$ cat src/rtl/dbg_port_pkg.sv
// Shared definitions for the CPU debug *RAM port responders.
//   - FSM state encoding for the read-modify-write sequencer
//   - BRAM depth in words
//   - byte-enable patterns that select the full-write and read paths
package dbg_port_pkg;

   localparam logic [1:0] ST_IDLE   = 2'd0;
   localparam logic [1:0] ST_RMW_RD = 2'd1;
   localparam logic [1:0] ST_RMW_WR = 2'd2;

   localparam int BRAMWORDS = 4096;

   localparam logic [3:0] WE_FULL = 4'b1111;
   localparam logic [3:0] WE_NONE = 4'b0000;

endpackage

$ cat src/rtl/debug_bram_responder_if.sv
// Bundle of the host-side debug port and the BRAM port-B signals.
//   master : host + BRAM side (drives Dbg_A2/WD2/WE2 and Bram_RD)
//   slave  : the responder (drives Dbg_RD2/Busy/Err/WrCnt and Bram_Addr/WD/WE)
interface debug_bram_responder_if #(
   parameter int ADDR_W = 12,
   parameter int CNT_W  = 16
);
   logic [31:0]       Dbg_A2;
   logic [31:0]       Dbg_WD2;
   logic [3:0]        Dbg_WE2;
   logic [31:0]       Dbg_RD2;
   logic              Dbg_Busy;
   logic              Dbg_Err;
   logic [CNT_W-1:0]  Dbg_WrCnt;
   logic [ADDR_W-1:0] Bram_Addr;
   logic [31:0]       Bram_WD;
   logic              Bram_WE;
   logic [31:0]       Bram_RD;

   modport master (
      output Dbg_A2, Dbg_WD2, Dbg_WE2, Bram_RD,
      input  Dbg_RD2, Dbg_Busy, Dbg_Err, Dbg_WrCnt, Bram_Addr, Bram_WD, Bram_WE
   );

   modport slave (
      input  Dbg_A2, Dbg_WD2, Dbg_WE2, Bram_RD,
      output Dbg_RD2, Dbg_Busy, Dbg_Err, Dbg_WrCnt, Bram_Addr, Bram_WD, Bram_WE
   );
endinterface

$ cat src/rtl/dbg_byte_merge.sv
// Per-byte 32-bit merge: byte i of merged_o comes from new_i when mask_i[i]
// is set, otherwise from old_i. Purely combinational.
//   old_i    : existing word (e.g. BRAM read data)
//   new_i    : incoming write data
//   mask_i   : byte enables
//   merged_o : merged word
module dbg_byte_merge (
   input  logic [31:0] old_i,
   input  logic [31:0] new_i,
   input  logic [3:0]  mask_i,
   output logic [31:0] merged_o
);
   for (genvar gi = 0; gi < 4; gi++) begin : g_byte
      assign merged_o[gi*8 +: 8] = mask_i[gi] ? new_i[gi*8 +: 8] : old_i[gi*8 +: 8];
   end
endmodule

$ cat src/rtl/debug_bram_responder.sv
// Responder for the CPU debug *RAM port in front of BRAM port B.
//   CPU_CLK : clock, all state on posedge
//   CPU_RST : asynchronous active-low reset
//   bus     : slave view of the host debug port and BRAM port B
// Full-word writes go straight to the BRAM; partial writes run a two-cycle
// read-modify-write. Reads return after two cycles, out-of-range accesses
// set a sticky error and read as zero, committed writes are counted.
module debug_bram_responder
   import dbg_port_pkg::*;
#(
   parameter int ADDR_W = $clog2(BRAMWORDS),
   parameter int CNT_W  = 16
) (
   input  logic                  CPU_CLK,
   input  logic                  CPU_RST,
   debug_bram_responder_if.slave bus
);
   logic              in_range;
   logic [ADDR_W-1:0] widx;
   logic              unused_a2_lsb;

   logic [1:0]        state_q, state_d;
   logic [ADDR_W-1:0] addr_q;
   logic [31:0]       wd_q;
   logic [3:0]        mask_q;
   logic              rd_pend_q, rd_oor_q;
   logic [31:0]       rd2_q;
   logic              err_q;
   logic [CNT_W-1:0]  cnt_q;

   logic              latch_d, rd_issue_d, oor_d, commit_d, we_raw_d;
   logic [ADDR_W-1:0] addr_out_d;
   logic [31:0]       wd_out_d;
   logic [31:0]       merged;

   assign in_range      = (bus.Dbg_A2[31:ADDR_W+2] == '0);
   assign widx          = bus.Dbg_A2[ADDR_W+1:2];
   assign unused_a2_lsb = ^bus.Dbg_A2[1:0];

   // BRAM read data arriving in RMW_WR is the old word at addr_q.
   dbg_byte_merge u_merge (
      .old_i   (bus.Bram_RD),
      .new_i   (wd_q),
      .mask_i  (mask_q),
      .merged_o(merged)
   );

   always_comb begin
      state_d    = state_q;
      addr_out_d = widx;
      wd_out_d   = bus.Dbg_WD2;
      we_raw_d   = 1'b0;
      commit_d   = 1'b0;
      latch_d    = 1'b0;
      rd_issue_d = 1'b0;
      oor_d      = 1'b0;
      case (state_q)
         ST_IDLE: begin
            if (!in_range) begin
               oor_d      = 1'b1;
               rd_issue_d = (bus.Dbg_WE2 == WE_NONE);
            end else if (bus.Dbg_WE2 != WE_NONE && bus.Dbg_WE2 != WE_FULL) begin
               latch_d = 1'b1;
               state_d = ST_RMW_RD;
            end else if (bus.Dbg_WE2 == WE_FULL) begin
               we_raw_d = 1'b1;
               commit_d = 1'b1;
            end else begin
               rd_issue_d = 1'b1;
            end
         end
         ST_RMW_RD: begin
            addr_out_d = addr_q;
            state_d    = ST_RMW_WR;
         end
         ST_RMW_WR: begin
            addr_out_d = addr_q;
            wd_out_d   = merged;
            we_raw_d   = 1'b1;
            commit_d   = 1'b1;
            state_d    = ST_IDLE;
         end
         default: state_d = ST_IDLE;
      endcase
   end

   // Gating with CPU_RST kills the write strobe the moment reset asserts,
   // including a full write requested combinationally from IDLE.
   assign bus.Bram_WE   = we_raw_d & CPU_RST;
   assign bus.Bram_Addr = addr_out_d;
   assign bus.Bram_WD   = wd_out_d;
   assign bus.Dbg_RD2   = rd2_q;
   assign bus.Dbg_Busy  = (state_q != ST_IDLE);
   assign bus.Dbg_Err   = err_q;
   assign bus.Dbg_WrCnt = cnt_q;

   always_ff @(posedge CPU_CLK or negedge CPU_RST) begin
      if (!CPU_RST) begin
         state_q   <= ST_IDLE;
         addr_q    <= '0;
         wd_q      <= '0;
         mask_q    <= '0;
         rd_pend_q <= 1'b0;
         rd_oor_q  <= 1'b0;
         rd2_q     <= '0;
         err_q     <= 1'b0;
         cnt_q     <= '0;
      end else begin
         state_q <= state_d;
         if (latch_d) begin
            addr_q <= widx;
            wd_q   <= bus.Dbg_WD2;
            mask_q <= bus.Dbg_WE2;
         end
         // Stage 1 remembers a read was issued; stage 2 captures BRAM data
         // (or zero for an out-of-range read) one cycle later.
         rd_pend_q <= rd_issue_d;
         rd_oor_q  <= oor_d;
         if (rd_pend_q)
            rd2_q <= rd_oor_q ? 32'd0 : bus.Bram_RD;
         if (oor_d)
            err_q <= 1'b1;
         if (commit_d && !(&cnt_q))
            cnt_q <= cnt_q + CNT_W'(1);
      end
   end
endmodule

$ cat src/flat_wrapper.sv
// flat-port wrapper written by rule: the top's interface ports become plain ports
module debug_bram_responder_flat import dbg_port_pkg::*;
#(
   parameter int ADDR_W = $clog2(BRAMWORDS),
   parameter int CNT_W  = 16
)
  (CPU_CLK, CPU_RST, bus_Dbg_A2, bus_Dbg_WD2, bus_Dbg_WE2, bus_Bram_RD, bus_Dbg_RD2, bus_Dbg_Busy, bus_Dbg_Err, bus_Dbg_WrCnt, bus_Bram_Addr, bus_Bram_WD, bus_Bram_WE);
  debug_bram_responder_if #(.ADDR_W(ADDR_W), .CNT_W(CNT_W)) bus_i ();
  input  logic CPU_CLK;
  input  logic CPU_RST;
  input wire logic [$bits(bus_i.Dbg_A2)-1:0] bus_Dbg_A2;
  input wire logic [$bits(bus_i.Dbg_WD2)-1:0] bus_Dbg_WD2;
  input wire logic [$bits(bus_i.Dbg_WE2)-1:0] bus_Dbg_WE2;
  input wire logic [$bits(bus_i.Bram_RD)-1:0] bus_Bram_RD;
  output wire logic [$bits(bus_i.Dbg_RD2)-1:0] bus_Dbg_RD2;
  output wire logic [$bits(bus_i.Dbg_Busy)-1:0] bus_Dbg_Busy;
  output wire logic [$bits(bus_i.Dbg_Err)-1:0] bus_Dbg_Err;
  output wire logic [$bits(bus_i.Dbg_WrCnt)-1:0] bus_Dbg_WrCnt;
  output wire logic [$bits(bus_i.Bram_Addr)-1:0] bus_Bram_Addr;
  output wire logic [$bits(bus_i.Bram_WD)-1:0] bus_Bram_WD;
  output wire logic [$bits(bus_i.Bram_WE)-1:0] bus_Bram_WE;
  assign bus_i.Dbg_A2 = bus_Dbg_A2;
  assign bus_i.Dbg_WD2 = bus_Dbg_WD2;
  assign bus_i.Dbg_WE2 = bus_Dbg_WE2;
  assign bus_i.Bram_RD = bus_Bram_RD;
  assign bus_Dbg_RD2 = bus_i.Dbg_RD2;
  assign bus_Dbg_Busy = bus_i.Dbg_Busy;
  assign bus_Dbg_Err = bus_i.Dbg_Err;
  assign bus_Dbg_WrCnt = bus_i.Dbg_WrCnt;
  assign bus_Bram_Addr = bus_i.Bram_Addr;
  assign bus_Bram_WD = bus_i.Bram_WD;
  assign bus_Bram_WE = bus_i.Bram_WE;
  debug_bram_responder #(.ADDR_W(ADDR_W), .CNT_W(CNT_W)) u_core (.CPU_CLK(CPU_CLK), .CPU_RST(CPU_RST), .bus(bus_i));
endmodule
$ cat config.mk
export PLATFORM = sky130hd
export DESIGN_NAME = debug_bram_responder_flat
export DESIGN_NICKNAME = d
export VERILOG_FILES = /design/src/rtl/dbg_port_pkg.sv /design/src/rtl/debug_bram_responder_if.sv /design/src/rtl/dbg_byte_merge.sv /design/src/rtl/debug_bram_responder.sv /design/src/flat_wrapper.sv
export SDC_FILE = /design/constraint.sdc
export NUM_CORES = 1
export LEC_CHECK = 0
export ABC_AREA = 1
export CAP_MARGIN = 20
export CORE_MARGIN = 4
export CORE_UTILIZATION = 40
export DETAILED_ROUTE_END_ITERATION = 6
export GPL_ROUTABILITY_DRIVEN = 0
export PLACE_DENSITY = 0.74
export SYNTH_ARGS = -nofsm -noshare
export SYNTH_HDL_FRONTEND = slang
export SYNTH_SLANG_ARGS = --single-unit
$ cat constraint.sdc
create_clock -name CPU_CLK -period 3.9 [get_ports CPU_CLK]
set_clock_uncertainty 0.2 [all_clocks]
set_input_delay 0.78 -clock CPU_CLK [delete_from_list [all_inputs] [get_ports CPU_CLK]]
set_output_delay 0.78 -clock CPU_CLK [all_outputs]
set_load 0.05 [all_outputs]
==> impl_metrics.env <==
export IMPL_status="completed"
export IMPL_ys_seq_area_share_pct=49.2
export IMPL_start_util_pct=40.7
export IMPL_core_mm2=0.0126
export IMPL_drive_above_1_share_pct=7.86
export IMPL_drv_cap=0
export IMPL_final_util_pct=61.8
export IMPL_nFillCells=1129
export IMPL_vias_per_cell=4.79
export IMPL_drt_first_pass_iters=6
export IMPL_cpPeakStageDelay_ns=0.85
export IMPL_slew_viol_final=0
export IMPL_required_ns=2.92
export IMPL_antenna_found_initial=1
export IMPL_synth_area_leader_cell="dfrtp_1"
export IMPL_cts_setup_buffers=0
export IMPL_gr_total_overflow=0
export IMPL_setup_worst_path_end_class="primary output"
export IMPL_postSynthAreaPerCell_um2=7.83
export IMPL_hold_class="input port to asynchronous set/reset pin"
export IMPL_cts_tree="done"
export IMPL_layout_nets=941
export IMPL_cp_data_arrival_time_ns=2.54
export IMPL_track_usage_pct=20.5
export IMPL_rsz0062_at_grt="false"
export IMPL_yosysMostFrequentCell="nand2_1"
export IMPL_path_max_fanout=24
export IMPL_synthCells=656
export IMPL_die_area_mm2=0.0147
export IMPL_grt_pass1_wl_um=23800
export IMPL_synth_edff_count=0
export IMPL_syn_area_mm2=0.00514
export IMPL_placed_area_mm2=0.00750
export IMPL_grt_pass1_vias=4739
export IMPL_period_minus_slack_ns=3.52
export IMPL_critical_path_top_delay_family="buffers and inverters"
export IMPL_place_hpwl_um=10700
export IMPL_slew_headroom_pct=37.8
export IMPL_rows=41
export IMPL_grt_max_degree=97
export IMPL_drc_errors=0
export IMPL_drt_wl_total_um=14800
export IMPL_ys_warn_count=0
export IMPL_cts_root_buf="clkbuf_16"
export IMPL_drt_iter0_markers=386
export IMPL_chipHeight_um=121
export IMPL_final_cell_area_mm2=0.00780
export IMPL_max_freq_mhz=284
export IMPL_syn_nets=762
export IMPL_htree_num_levels=3
export IMPL_path_class="register to primary output"
export IMPL_vias=4853
export IMPL_ir_drop_mv=0.162
export IMPL_synth_common_cells="nand2_1, inv_1, dfrtp_1, a21oi_1, o21ai_0"
export IMPL_insertion_delay_ns=0.34
export IMPL_synth_top_area_share_pct=49.2
export IMPL_async_flop_share_pct=100
export IMPL_portBuffers=194
export IMPL_area_growth_pct=51.8
export IMPL_min_period_over_period_pct=90.2
export IMPL_final_setup_viol_count=0
export IMPL_ys_ff_latch=101
export IMPL_finalPower_uw=2450
export IMPL_critPathSlowestCell="clkdlybuf4s50_1"
export IMPL_power_leakage_uw=0.00367
export IMPL_yosys_cell_types_count=30
export IMPL_tightest_slew_ns=0.934
export IMPL_netlist_top_cells_area="dfrtp_1, nand2_1, inv_1"
export IMPL_cts_buffers=9
export IMPL_cts_buffer_depth=2
export IMPL_path_cells="inv_1 > ha_1 > nand2_1 > o21ai_0 > clkdlybuf4s50_1"
export IMPL_ctsHoldBuffers=0
export IMPL_routedWlPerCell_um=14.6
export IMPL_io_pins=197
export IMPL_die_w_um=121
export IMPL_synthFlopType="dfrtp_1"
export IMPL_timing_hold_violations_final=0
export IMPL_clkTransAtPathRegs_ns=0.07
export IMPL_fin_setup_tns_ns=0
export IMPL_power_density_mw_per_mm2=314
export IMPL_cts_sinks=101
export IMPL_start_kind="register"
export IMPL_postRouteAntennaNets=0
export IMPL_cts_resized=0
export IMPL_crit_buf_inv=2
-- worst reg2reg max path, delay by kind of cell (launching register included) --
kind	cells	cell delay, ns
simple gates	4	0.88
flops	1	0.40
buf+inv	2	0.54
fa+ha+maj	1	0.17
-- area by class of cell --
class,count,area [um^2],share of cell area [%]
flip-flops and latches,101,2530,32.4
repair buffers,200,2310,29.7
inverters,126,474,6.08
multi-input cells,397,1970,25.2
clock buffers,12,246,3.16
clock inverters,4,47.5,0.610
diodes,1,2.50,0.0321
well taps,172,215,2.76
-- metal layers --
metal	global-route usage, %	vias to the layer above	part of all wire [%]
li1	-	2452	-
met1	25.5	2228	43
met2	34.9	146	49
met3	3.45	27	5.7
met4	9.17	0	3.1
met5	0	-	0
-- power breakdown --
| part | switching (uW) | leakage, uW | internal [uW] |
|---|---|---|---|
| Combinational | 261 | 0.00213 | 217 |
| Clock | 384 | 0.000143 | 514 |
| Sequential | 9.77 | 0.00140 | 1070 |
-- path summary, 6_finish.rpt --
check	from	endpoint	slack (ns)	cells past startpoint
hold reg to reg	u_core.bus.Dbg_Err	u_core.bus.Dbg_Err	0.28	1
max in group asynchronous	CPU_RST	u_core.bus.Dbg_WrCnt[11]	2.01	3
setup reg to reg	u_core.state_q[0]	u_core.bus.Dbg_WrCnt[2]	1.60	7
hold / removal	CPU_RST	u_core.wd_q[27]	0.13	1
min in group CPU_CLK	u_core.bus.Dbg_Err	u_core.bus.Dbg_Err	0.28	1
setup / recovery	u_core.state_q[0]	bus_Bram_Addr[5]	0.38	5
-- per-stage QoR --
step	cells	setup WS [ns]	hold WS (ns)
5_1_grt	1013	0.139	0.145
3_5_place_dp	996	0.497	0.262
4_1_cts	1012	0.351	0.134
3_3_place_gp	996	0.507	0.256
2_1_floorplan	656	0.511	0.253
6_report	1013	0.382	0.126
-- sequential cells by signal, indices dropped and copies added (netlist names), 2 cells and up --
signal                count
u_core.mask_q             4
u_core.bus.Dbg_RD2       32
u_core.addr_q            12
u_core.bus.Dbg_WrCnt     16
u_core.state_q            2
u_core.wd_q              32
-- cell usage in the layout, fill, tap and decap left out, types with 2 or more instances in the layout --
master,n
clkdlybuf4s50_1,160
nand2_1,126
inv_1,124
dfrtp_1,101
a21oi_1,64
o21ai_0,56
o21ai_1,40
buf_12,33
o22ai_1,32
nor2_1,27
nand3_1,19
clkbuf_16,9
buf_4,7
xor2_1,5
nand4_1,4
xnor2_1,4
ha_1,4
clkinv_2,3
nand3_2,2
nor2_4,2
nand2_4,2
nand2_2,2
clkbuf_1,2
-- logic make-up after synthesis --
group,after synthesis,share of synthesized area [%]
AOI/OAI and AO/OA,193,19.6
and+or+nand+nor,191,16.1
buffers and inverters,158,12.6
DFF,101,49.2
xor gates and xnor gates,9,1.53
adders and majority gates,4,0.974
(Power assumes the default switching activity.)
